## src/rtl/seq_alu.sv

```systemverilog
// Sequential ALU with valid/ready handshake: 1-cycle ops, shift-add MUL, registered result/flags {C,V,N,Z}.
// Define SEQ_ALU_MUL_EN to build the multi-cycle multiplier; otherwise op 111 completes at once as illegal.
module seq_alu #(
    parameter int WIDTH = 8
) (
    input  logic             clk,
    input  logic             reset,
    input  logic             in_valid,
    output logic             in_ready,
    input  logic [2:0]       op,
    input  logic [WIDTH-1:0] operand1,
    input  logic [WIDTH-1:0] operand2,
    output logic             out_valid,
    input  logic             out_ready,
    output logic [WIDTH-1:0] result,
    output logic [3:0]       flags
);

    localparam int SHW = $clog2(WIDTH);

    typedef enum logic [1:0] {IDLE, EXEC, DONE} state_t;

    state_t           state_q;
    logic [WIDTH-1:0] result_q;
    logic [3:0]       flags_q;
    logic             out_valid_q;
    logic [WIDTH+1:0] alu_res_w;

`ifdef SEQ_ALU_MUL_EN
    localparam int            CW       = $clog2(WIDTH + 1);
    localparam logic [CW-1:0] CNT_LAST = CW'(WIDTH);

    logic [2*WIDTH-1:0] acc_q;
    logic [2*WIDTH-1:0] mcand_q;
    logic [WIDTH-1:0]   mplier_q;
    logic [CW-1:0]      cnt_q;
`endif

    // Returns {C, V, result}; op 111 lands in the default arm as the illegal encoding.
    function automatic logic [WIDTH+1:0] alu_op(input logic [2:0] opc,
                                                input logic [WIDTH-1:0] a,
                                                input logic [WIDTH-1:0] b);
        logic [WIDTH:0]   ext;
        logic [WIDTH-1:0] r;
        logic             c;
        logic             v;
        logic [SHW-1:0]   amt;
        ext = '0;
        r   = '0;
        c   = 1'b0;
        v   = 1'b0;
        amt = b[SHW-1:0];
        case (opc)
            3'b000: begin
                ext = {1'b0, a} + {1'b0, b};
                r   = ext[WIDTH-1:0];
                c   = ext[WIDTH];
                v   = (a[WIDTH-1] == b[WIDTH-1]) && (r[WIDTH-1] != a[WIDTH-1]);
            end
            3'b001: begin
                ext = {1'b0, a} - {1'b0, b};
                r   = ext[WIDTH-1:0];
                c   = ext[WIDTH];
                v   = (a[WIDTH-1] != b[WIDTH-1]) && (r[WIDTH-1] != a[WIDTH-1]);
            end
            3'b010: r = a & b;
            3'b011: r = a | b;
            3'b100: r = a ^ b;
            3'b101: begin
                // Extra guard bit catches the last bit shifted out.
                ext = {1'b0, a} << amt;
                r   = ext[WIDTH-1:0];
                c   = ext[WIDTH];
            end
            3'b110: begin
                ext = {a, 1'b0} >> amt;
                r   = ext[WIDTH:1];
                c   = ext[0];
            end
            default: v = 1'b1;
        endcase
        return {c, v, r};
    endfunction

    function automatic logic [3:0] pack_flags(input logic c, input logic v,
                                              input logic [WIDTH-1:0] r);
        return {c, v, r[WIDTH-1], (r == '0)};
    endfunction

    assign alu_res_w = alu_op(op, operand1, operand2);

    always_ff @(posedge clk or negedge reset) begin
        if (!reset) begin
            state_q     <= IDLE;
            result_q    <= '0;
            flags_q     <= '0;
            out_valid_q <= 1'b0;
`ifdef SEQ_ALU_MUL_EN
            acc_q       <= '0;
            mcand_q     <= '0;
            mplier_q    <= '0;
            cnt_q       <= '0;
`endif
        end else begin
            case (state_q)
                IDLE: begin
                    if (in_valid) begin
`ifdef SEQ_ALU_MUL_EN
                        if (op == 3'b111) begin
                            acc_q    <= '0;
                            mcand_q  <= {{WIDTH{1'b0}}, operand1};
                            mplier_q <= operand2;
                            cnt_q    <= '0;
                            state_q  <= EXEC;
                        end else
`endif
                        begin
                            result_q    <= alu_res_w[WIDTH-1:0];
                            flags_q     <= pack_flags(alu_res_w[WIDTH+1], alu_res_w[WIDTH],
                                                      alu_res_w[WIDTH-1:0]);
                            out_valid_q <= 1'b1;
                            state_q     <= DONE;
                        end
                    end
                end
                EXEC: begin
`ifdef SEQ_ALU_MUL_EN
                    // WIDTH accumulate steps, then one extra cycle to publish the product.
                    if (cnt_q == CNT_LAST) begin
                        result_q    <= acc_q[WIDTH-1:0];
                        flags_q     <= pack_flags(1'b0, |acc_q[2*WIDTH-1:WIDTH], acc_q[WIDTH-1:0]);
                        out_valid_q <= 1'b1;
                        state_q     <= DONE;
                    end else begin
                        if (mplier_q[0]) begin
                            acc_q <= acc_q + mcand_q;
                        end
                        mcand_q  <= mcand_q << 1;
                        mplier_q <= mplier_q >> 1;
                        cnt_q    <= cnt_q + CW'(1);
                    end
`else
                    state_q <= IDLE;
`endif
                end
                DONE: begin
                    if (out_ready) begin
                        out_valid_q <= 1'b0;
                        state_q     <= IDLE;
                    end
                end
                default: state_q <= IDLE;
            endcase
        end
    end

    assign in_ready  = (state_q == IDLE);
    assign out_valid = out_valid_q;
    assign result    = result_q;
    assign flags     = flags_q;

endmodule

```

## config.mk

```make
export PLATFORM = sky130hd
export DESIGN_NAME = seq_alu
export DESIGN_NICKNAME = d
export VERILOG_FILES = /design/src/rtl/seq_alu.sv
export SDC_FILE = /design/constraint.sdc
export NUM_CORES = 1
export LEC_CHECK = 0
export CAP_MARGIN = 20
export CORE_AREA = 2 2 64 66
export CTS_BUF_LIST = sky130_fd_sc_hd__clkbuf_4
export DETAILED_ROUTE_END_ITERATION = 6
export DIE_AREA = 0 0 66 68
export PLACE_DENSITY = 0.83
export SLEW_MARGIN = 20
export SYNTH_ARGS = -nofsm -noshare
export SYNTH_HDL_FRONTEND = slang
export SYNTH_SLANG_ARGS = --single-unit
```

## constraint.sdc

```tcl
create_clock -name clk -period 2.43 [get_ports clk]
set_clock_uncertainty 0.1 [all_clocks]
set_input_delay 0.486 -clock clk [delete_from_list [all_inputs] [get_ports clk]]
set_output_delay 0.486 -clock clk [all_outputs]
set_load 0.005 [all_outputs]
```

==> flow_summary.toml, run 1 <==
[clock_network]
root_buffer = "clkbuf_4"
cts_sinks = 12
h-tree-depth = 1
cts-buffers-inserted = 3
clockBufferDepth = 2
hold_buffers = 0

[placement]
place.port_buffers = 36
place_hpwl_mm = 6.08
gp_congestion = 0.928
dp.cells = 428

[outcome]
outcome = "aborted with a tool error"
stop_stage = "global routing"
error = "[ERROR GRT-0232] Routing congestion too high. Check the congestion heatmap in the GUI."

[yosys]
syn_area_per_cell_um2 = 8.00
async_reset_ff_frac = 1.00
synth_warnings = 0
synth_edf_count = 0
ys_seq_area_frac = 0.137
syn_area_um2 = 2180
synth_seq_cells = 12
ys.flop_type = "dfrtp_1"
postSynthNetCount = 323
syn_inst = 273
synth.distinct_cells = 56

[floorplan]
row_count = 23
fp.dieW_um = 66
ios = 37
start_util = 0.567
die-height_um = 68

[global_routing]
grt-ovfl-total = 155
grt_max_degree = 15
gr-usage-all-layers = 0.786

[sta]
worstEndpointType = "register input"
worstEndpointGrtRepair = "flags[0]$_DFFE_PN0P_/D"
[kinds of logic after synthesis]
logic type	count (synthesis)	share of synthesized area
AO/OA/AOI/OAI	92	0.313
flip-flops	12	0.137
adder cells (fa/ha/maj)	27	0.162
AND/OR/NAND/NOR	79	0.183
buffers and inverters	40	0.0813
multiplexers	20	0.112
XOR/XNOR	3	0.0120
[synthesized netlist by cell type, types with 4 or more instances]
| master | instances | share of area |
|---|---|---|
| ha_1 | 25 | 0.14 |
| and2_1 | 4 | 0.011 |
| buf_2 | 7 | 0.016 |
| nor2_1 | 20 | 0.034 |
| mux2i_1 | 15 | 0.069 |
| inv_1 | 22 | 0.038 |
| nand2_1 | 13 | 0.022 |
| a22o_1 | 8 | 0.032 |
| o32ai_1 | 4 | 0.016 |
| clkbuf_1 | 6 | 0.010 |
| a211oi_1 | 7 | 0.024 |
| dfrtp_1 | 12 | 0.14 |
| nand3_1 | 5 | 0.011 |
| o21ai_0 | 14 | 0.032 |
| nor3_1 | 11 | 0.025 |
| nor2b_1 | 6 | 0.017 |
| nand2b_1 | 9 | 0.026 |
| a22oi_1 | 5 | 0.017 |
| a21oi_1 | 20 | 0.046 |
[routing by layer]
layer / GRT overflow / track usage
met1: 1 / 0.701
met4: 65 / 1.05
met3: 0 / 0.515
met5: 0 / 0
met2: 89 / 1.05
[stage by stage]
stage	instance area, µm²	setup slack [ps]
after CTS	3530	1.68
after detailed placement	3210	-784
after global placement	3210	-687
after floorplan	2230	-23.4
[what timing repair did]
action                                 CTS
pin swaps                               33
cloned                                   0
buffers inserted                        10
endpoints found under the hold margin    0
setup endpoints to repair               10
gates resized for setup                 81
==> run 2, diff against run 1 <==
--- a/config.mk
+++ b/config.mk
@@ -6,11 +6,10 @@
 export NUM_CORES = 1
 export LEC_CHECK = 0
 export CAP_MARGIN = 20
-export CORE_AREA = 2 2 64 66
-export CTS_BUF_LIST = sky130_fd_sc_hd__clkbuf_4
+export CORE_AREA = 2 2 77 79
 export DETAILED_ROUTE_END_ITERATION = 6
-export DIE_AREA = 0 0 66 68
-export PLACE_DENSITY = 0.83
+export DIE_AREA = 0 0 79 81
+export PLACE_DENSITY_LB_ADDON = 0.15
 export SLEW_MARGIN = 20
 export SYNTH_ARGS = -nofsm -noshare
 export SYNTH_HDL_FRONTEND = slang
==> run 2 against run 1 <==
  * The run now ends clean
  * Synthesized cell count is the same
  * Synthesized area is the same
==> flow_summary.toml, run 2 <==
[global_routing]
grt_pass1_vias = 2688
grt_antenna_before_repair = 0
top_usage_layer = "met2"
grt_pass1_wl_mm = 13.2
use_met3 = 0.0322
gr-usage-all-layers = 0.260
grt_max_degree = 15
grtUsageMet2 = 0.462
gr-usage-met1 = 0.348
grt-ovfl-total = 0

[final_layout]
mostFrequentLayoutCells = "97 x buf_4, 19 x clkdlybuf4s50_1, 17 x nor2_1"
fillCellCount = 495
area_delta_synth_final_pct = 70.0
layout_commonest_cell = "buf_4"
largest_reg_flops = 7
diodes = 0
nets = 454
layout-drive-gt1-share = 0.454
fin_area_um2 = 3710
fin_cells = 478

[floorplan]
dieArea_um2 = 6400
fp.dieW_um = 79
start_util = 0.385
row_count = 28
ios = 37
design.core.area_um2 = 5680
die-height_um = 81

[yosys]
synth_seq_cells = 12
syn_area_um2 = 2180
yosys.area.top_type_share = 0.143
synth_common_cells = "25 x ha_1, 22 x inv_1, 20 x a21oi_1, 20 x nor2_1, 15 x mux2i_1"
async_reset_ff_frac = 1.00
yosysTopAreaCell = "ha_1"
yosysMostFrequentCell = "ha_1"
postSynthNetCount = 323
yosys-top-cells-area = "ha_1 14%, dfrtp_1 14%, mux2i_1 6.9%"
syn_inst = 273
ys.flop_type = "dfrtp_1"
syn_area_per_cell_um2 = 8.00
ys_seq_area_frac = 0.137
synth_edf_count = 0
synth_warnings = 0
synth.distinct_cells = 56

[sta]
worstMarginPinSlew_ps = 573
setup_viol = 0
maxSlewViolCount = 0
rsz0062_at_grt = "yes"
final-hold-violation-count = 0
fin_crit_sh = 0.997
max-slew-margin-rel = 0.614
hold_slack_ps = 395
fmax_mhz = 413
fin_crit_ps = 2420

[worst_setup_path]
cp-start-kind = "primary input"
critPathKind = "primary input to flip-flop"
required_ps = 2460
r2r.worst_path.cells = 6
cp.arrival_ps = 2460
rr_endpoint = "flags[0]"
r2r_slack_ps = 630
cp_max_fo = 2
setup.worst_path.end_class = "flip-flop"
r2r_start = "out_valid"

[pwr]
leakage_nw = 1.71
p_per_area_nw_per_um2 = 357
total_power_mw = 1.33
ir_drop_uv = 286

[min_path]
min_to = "result[1]"
hold_path_startpoint = "result[1]"
min_path_type = "flip-flop to flip-flop"
holdPathStages = 2

[route]
via_count = 2703
drt_iter0_drc = 145
firstDrtPassIters = 5
post_drt_wl_per_cell_um = 17.0
drt.antenna.violating_nets = 0
drt_wl_total_mm = 8.14
via_per_inst = 5.65
drc = 0

[placement]
dp.cells = 462
post_dp_cell_area_um2 = 3300
place.port_buffers = 36
place_hpwl_mm = 6.21
gp_congestion = 0.895

[clock_network]
cts-buffers-inserted = 3
hold_buffers = 0
cts_sinks = 12
insertion_delay_ps = 240
root_buffer = "clkbuf_8"
clkTransAtPathRegs_ps = 50
clockBufferDepth = 2
cts_tree = "done"
h-tree-depth = 1

[run]
max_cap_viol_count = 0

[outcome]
outcome = "finished clean"
==> run 2: cell families after synthesis <==
| kind of cell | after synthesis | synth area share |
|---|---|---|
| adders and majority gates | 27 | 0.162 |
| buffers and inverters | 40 | 0.0813 |
| AOI/OAI and AO/OA | 92 | 0.313 |
| muxes | 20 | 0.112 |
| DFF | 12 | 0.137 |
| xor gates and xnor gates | 3 | 0.0120 |
| and+or+nand+nor | 79 | 0.183 |
==> run 2: cell type report <==
class	count	area [µm²]	area share
Clock buffer	4	55.1	0.0148
Inverter	23	96.3	0.0259
Multi-Input combinational cell	221	1980	0.533
Sequential cell	12	300	0.0809
Tap cell	75	93.8	0.0253
Timing Repair Buffer	143	1190	0.320
==> run 2: worst max path at each step <==
stage          endpoint        start  slack [ps]  depth (start not counted)
4_1_cts        flags[0]  operand1[0]           5                         11
5_1_grt        flags[0]        op[0]         -90                         10
2_1_floorplan  flags[0]  operand1[0]         -20                          9
3_5_place_dp   flags[0]  operand1[0]        -810                         11
6_report       flags[0]  operand1[4]           7                          9
3_3_place_gp   flags[0]  operand1[0]        -670                         11
==> run 2: through the flow <==
| step | setup TNS [ps] | worst slack [ps] | util |
|---|---|---|---|
| after global routing | -146 | -93.9 | 0.654 |
| after detailed placement | -5850 | -805 | 0.581 |
| after CTS | 0 | 4.58 | 0.647 |
| after floorplan | -23.4 | -23.4 | - |
| after global placement | -5210 | -674 | 0.581 |
| final | 0 | 6.68 | 0.654 |
==> run 2: worst max-delay path, cell delays in order <==
cell             delay [ps]
clkdlybuf4s15_2         190
buf_6                   110
mux4_2                  450
and2_1                  150
a31oi_1                 140
nor2_1                  100
a2111oi_4               310
nand4_1                 170
o41ai_2                 350
==> run 2: layer usage <==
metal,share of wire,vias up
li1,-,1282
met1,0.43,1297
met2,0.50,108
met3,0.057,16
met4,0.014,0
met5,0,-
==> run 2: repair_timing <==
item | 4_1_cts | 5_1_grt
cloned | 0 | 0
gates resized for setup | 95 | 17
endpoints found under the hold margin | 0 | 0
pin swaps | 29 | 12
buffers inserted | 13 | 0
endpoints found under the setup margin | 11 | 9
==> run 2: report_power, final <==
part           leakage [nW]  switching [mW]  internal (mW)
clock                0.0288          0.0745          0.143
sequential            0.151          0.0276          0.243
combinational          1.53           0.374          0.464
total                  1.71           0.476          0.851
No activity file was read; power rests on OpenSTA's default activity.
==> run 3, diff against run 2 <==
--- a/config.mk
+++ b/config.mk
@@ -6,11 +6,12 @@
 export NUM_CORES = 1
 export LEC_CHECK = 0
 export CAP_MARGIN = 20
-export CORE_AREA = 2 2 77 79
+export CORE_AREA = 2 2 70 72
+export CTS_CLUSTER_DIAMETER = 50
 export DETAILED_ROUTE_END_ITERATION = 6
-export DIE_AREA = 0 0 79 81
+export DIE_AREA = 0 0 72 74
 export PLACE_DENSITY_LB_ADDON = 0.15
-export SLEW_MARGIN = 20
+export SLEW_MARGIN = 15
 export SYNTH_ARGS = -nofsm -noshare
 export SYNTH_HDL_FRONTEND = slang
 export SYNTH_SLANG_ARGS = --single-unit
==> run 3 against run 2 <==
  * The run now ends with negative setup slack left
  * Cell area rose by 2.3%
  * Power increased by 3.0%
  * Non-clock buffer count grew 5
  * Flip-flop and latch count is the same
  * Core utilization grew 17 points
  * Sequential power barely moved
  * Sequential share of layout area decreased by 0.18 points
  * Global-route usage up 6.3 points
  * Register-to-register slack improved by 130 ps
  * First-iteration DRC count rose by 86%
  * Critical endpoint unchanged
  * Largest power group unchanged
==> flow_summary.toml, run 3 (same netlist as run 2, synthesis figures left out) <==
[route]
drt_iter0_drc = 270
via_per_inst = 6.19
firstDrtPassIters = 6
drc = 0
via_count = 2859
post_drt_wl_per_cell_um = 19.0
drt_wl_total_mm = 8.77
drt.antenna.violating_nets = 0

[global_routing]
gr-usage-all-layers = 0.324
grt_pass1_vias = 2793
grt-ovfl-total = 0
grt_antenna_before_repair = 0
grt_pass1_wl_mm = 13.5
grt_max_degree = 14

[min_path]
min_path_type = "flip-flop to flip-flop"

[final_layout]
fillCellCount = 279
layout-drive-gt1-share = 0.453
largest_reg_flops = 7
diodes = 0
layout_commonest_cell = "buf_4"
area_delta_synth_final_pct = 73.9
nets = 459
fin_cells = 462
mostFrequentLayoutCells = "99 x buf_4, 20 x nor2_1, 18 x clkdlybuf4s50_1"

[floorplan]
dieArea_um2 = 5330
design.core.area_um2 = 4600
start_util = 0.475
fp.dieW_um = 72
row_count = 25
ios = 37
die-height_um = 74

[sta]
hold_slack_ps = 383
rsz0062_at_grt = "yes"
layout_setup_ws_ps = -17.2
fmax_mhz = 409
max-slew-margin-rel = 0.623
maxSlewViolCount = 0
final-hold-violation-count = 0
fin_crit_sh = 1.01
fin_crit_ps = 2450
worstMarginPinSlew_ps = 560
setup_viol = 1

[worst_setup_path]
cp-start-kind = "primary input"
path_cells = "clkbuf_2 > inv_2 > ha_4 > inv_2 > a211o_1 > a221oi_2 > o211ai_1 > nor2_1 > nand4_1 > o41ai_2"
crit_path_top_delay_cell = "a211o_1"
cp.arrival_ps = 2480
required_ps = 2460
cpPeakStageDelay_ps = 350
setup.worst_path.end_class = "flip-flop"
cp_max_fo = 6
critPathKind = "primary input to flip-flop"
path_common_cell = "inv_2"

[clock_network]
cts_tree = "done"
h-tree-depth = 1
clockBufferDepth = 2
root_buffer = "clkbuf_8"
insertion_delay_ps = 230
cts-buffers-inserted = 3
cts_sinks = 12
clkTransAtPathRegs_ps = 50

[placement]
place_hpwl_mm = 6.30
gp_congestion = 0.955
dp.cells = 444
place.port_buffers = 36
pre_cts_slack_ps = -814

[run]
max_cap_viol_count = 0

[pwr]
ir_drop_uv = 205
p_per_area_nw_per_um2 = 360
leakage_nw = 1.76

[outcome]
outcome = "finished with violations"
violations = "negative setup slack"
run 3: changes by cell type in the layout (fill, tap and decap cells not counted), sizes merged:
cell / before / now
clkdlybuf4s50: 19 / 18
buf: 112 / 116
dlymetal6s2s: 3 / 4
clkbuf: 6 / 8
clkdlybuf4s15: 3 / 2
run 3: what timing repair did:
item | 4_1_cts | 5_1_grt
resized for setup | 68 | 49
setup endpoints to repair | 11 | 7
pin swaps | 29 | 31
buffers inserted | 11 | 4
hold buffers | 0 | 0
run 3: layout make-up:
cell class              count  area (µm²)  share of cell area
flip-flops and latches     12         300              0.0790
repair buffers            148        1250               0.330
clock buffers               4        55.1              0.0145
well taps                  54        67.6              0.0178
inverters                  23        96.3              0.0254
multi-input cells         221        2030               0.533
run 3: critical path, delay by kind of cell:
kind            cells  cell delay, ps
compound gates      4            1180
buf+inv             3             250
simple gates        2             240
fa+ha+maj           1             320
run 3: power by group:
part	total (mW)	switching [mW]	internal [mW]	leakage, nW
combinational	0.881	0.400	0.481	1.58
clock	0.215	0.0718	0.143	0.0288
sequential	0.271	0.0271	0.243	0.151
total	1.37	0.498	0.868	1.76
run 3: metrics by stage:
stage	total power, mW	utilization	setup TNS [ps]	area (µm²)
after CTS	1.29	0.790	0	3630
after floorplan	0.611	-	-23.4	2230
after detailed placement	1.01	0.722	-5850	3320
after global placement	0.994	0.722	-5130	3320
final	1.37	0.826	-17.2	3800
after global routing	1.44	0.826	-130	3800
run 3: final timing paths:
kind / to / from / slack, ps / cells after the start
hold / removal: result[0] / result[0] / 380 / 2
min in group asynchronous: result[1] / reset / 500 / 1
hold reg to reg: result[0] / result[0] / 380 / 2
max in group asynchronous: flags[0] / reset / 1390 / 1
setup reg to reg: flags[0] / out_valid / 760 / 5
setup / recovery: flags[0] / operand2[2] / -20 / 10
run 3: metal layers:
| metal | GRT usage | routed length [µm] | share of wire | up-vias |
|---|---|---|---|---|
| met4 | 0.126 | 403 | 0.046 | 0 |
| met2 | 0.570 | 4340 | 0.49 | 164 |
| met1 | 0.411 | 3250 | 0.37 | 1359 |
| met5 | 0 | 0 | 0 | - |
| li1 | - | - | - | 1290 |
| met3 | 0.0325 | 780 | 0.089 | 46 |
==> run 4, diff against run 3 <==
==> constraint.sdc (replaced) <==
create_clock -name clk -period 2.4 [get_ports clk]
set_clock_uncertainty 0.1 [all_clocks]
set_input_delay 0.48 -clock clk [delete_from_list [all_inputs] [get_ports clk]]
set_output_delay 0.48 -clock clk [all_outputs]
set_load 0.005 [all_outputs]
==> run 4 against run 3 <==
  * The run still ends with negative setup slack left
  * Via count fell by 1.6%
  * Power grew 2.4%
  * Global-route usage increased by 0.37 points
  * Critical endpoint unchanged
  * Critical path depth unchanged
  * Clock power is 5% higher
  * Sequential power about the same
  * Combinational power up 2.3%
  * Non-clock buffer count decreased by 11
  * Setup slack improved by 15 ps
  * Cell area down 1.4%
  * Final cell count decreased by 2.4%
  * Hold slack improved by 18 ps
==> flow_summary.toml, run 4 (same netlist as run 2, synthesis figures left out) <==
[clock_network]
insertion_delay_ps = 250
clockBufferDepth = 2
cts_tree = "done"
hold_buffers = 0
clkTransAtPathRegs_ps = 50
root_buffer = "clkbuf_8"
cts_sinks = 12
h-tree-depth = 1
cts-buffers-inserted = 3

[sta]
fin_setup_tns_ps = -1.83
setup_viol = 1
max-slew-margin-rel = 0.624
final-hold-violation-count = 0
fin_crit_sh = 1.00
fin_crit_ps = 2400
layout_setup_ws_ps = -1.83
worstMarginPinSlew_ps = 558
rsz0062_at_grt = "yes"
maxSlewViolCount = 0
hold_slack_ps = 401
fmax_mhz = 416

[route]
firstDrtPassIters = 5
via_per_inst = 6.24
drt_wl_total_mm = 8.82
drc = 0
post_drt_wl_per_cell_um = 19.6
drt.antenna.violating_nets = 0
drt_iter0_drc = 345
via_count = 2813

[pwr]
leakage_nw = 1.67
clkPwrFrac = 0.160
p_per_area_nw_per_um2 = 374
p_seq_frac = 0.196
p_int_mw = 0.875
swShare = 0.375
p_sw_mw = 0.524
total_power_mw = 1.40
ir_drop_uv = 238
p_comb_frac = 0.644

[worst_setup_path]
cp.arrival_ps = 2450
cp_max_fo = 3
setup.worst_path.end_class = "flip-flop"
critPathKind = "primary input to flip-flop"
crit_path_top_delay_cell = "fa_2"
cpPeakStageDelay_ps = 440
path_cells = "buf_8 > ha_4 > fa_2 > xnor2_2 > nor2_1 > a21oi_2 > o32ai_4 > a2111oi_4 > nand4_1 > o41ai_2"
required_ps = 2450
cp_top_family = "compound AO/OA/AOI/OAI gates"
cp-start-kind = "primary input"
cp_num_buf_inv = 1

[run]
max_cap_viol_count = 0

[final_layout]
area_delta_synth_final_pct = 71.5
layout-drive-gt1-share = 0.461
mostFrequentLayoutCells = "88 x buf_4, 19 x nor2_1, 18 x clkdlybuf4s50_1"
regArea_um2 = 300
fillCellCount = 310
diodes = 0
multi_input_area_um2 = 2080
nets = 448
layout_commonest_cell = "buf_4"
largest_reg_flops = 7

[placement]
place.port_buffers = 36
place_hpwl_mm = 6.07
gp_congestion = 0.928

[global_routing]
grt_pass1_vias = 2699
grt_antenna_before_repair = 0
gr-usage-all-layers = 0.327
grt-ovfl-total = 0
grt_max_degree = 15
grt_pass1_wl_mm = 13.5

[floorplan]
dieArea_um2 = 5330
die-height_um = 74
ios = 37
design.core.area_um2 = 4600
row_count = 25
start_util = 0.475
fp.dieW_um = 72

[outcome]
outcome = "finished with violations"
violations = "negative setup slack"

[min_path]
min_path_type = "flip-flop to flip-flop"
run 4: cell type report:
cell class	count	share of cell area
multi-input cells	221	0.556
repair buffers	137	0.305
flip-flops and latches	12	0.0801
inverters	23	0.0257
well taps	54	0.0180
clock buffers	4	0.0147
run 4: routing by layer:
| metal | up-vias | track usage | routed length [µm] | part of all wire |
|---|---|---|---|---|
| met4 | 0 | 0.0860 | 255 | 0.029 |
| li1 | 1268 | - | - | - |
| met1 | 1356 | 0.454 | 3700 | 0.42 |
| met2 | 160 | 0.543 | 4190 | 0.47 |
| met3 | 29 | 0.0420 | 676 | 0.077 |
| met5 | - | 0 | 0 | 0 |
run 4: through the flow:
stage	cell area, µm²	util	cells	worst slack, ps
after floorplan	2240	-	273	-5.27
after global placement	3210	0.698	432	-645
after detailed placement	3210	0.698	432	-693
after CTS	3620	0.788	448	9.45
after global routing	3750	0.815	451	-83.6
final	3750	0.815	451	-1.83
run 4: what timing repair did:
action                                  CTS  global route
buffers inserted                         12             5
resized for setup                        90            43
pin swaps                                33            21
endpoints found under the setup margin   11             9
hold endpoints to repair                  0             0
run 4: power by group through the flow:
stage                     sequential [mW]  combinational [mW]  clock [mW]
after CTS                           0.273               0.817       0.221
after global routing                0.277               0.959       0.238
after detailed placement            0.276               0.720           0
after global placement              0.274               0.708           0
final                               0.274               0.901       0.225
after floorplan                     0.277               0.344           0
run 4: worst reg2reg max path, delay by kind of cell (launching register included):
family	cells	cell delay (ps)
compound gates	3	800
simple gates	2	410
flops	1	400
run 4: worst paths after layout:
kind / from / to / slack [ps] / cells after the start
worst min-delay path: result[1] / result[1] / 400 / 2
worst min register to register: result[1] / result[1] / 400 / 2
min in group asynchronous: reset / result[4] / 490 / 1
max in group asynchronous: reset / result[1] / 1350 / 1
worst max-delay path: operand2[0] / flags[0] / -2 / 10
worst max register to register: out_valid / flags[0] / 580 / 5
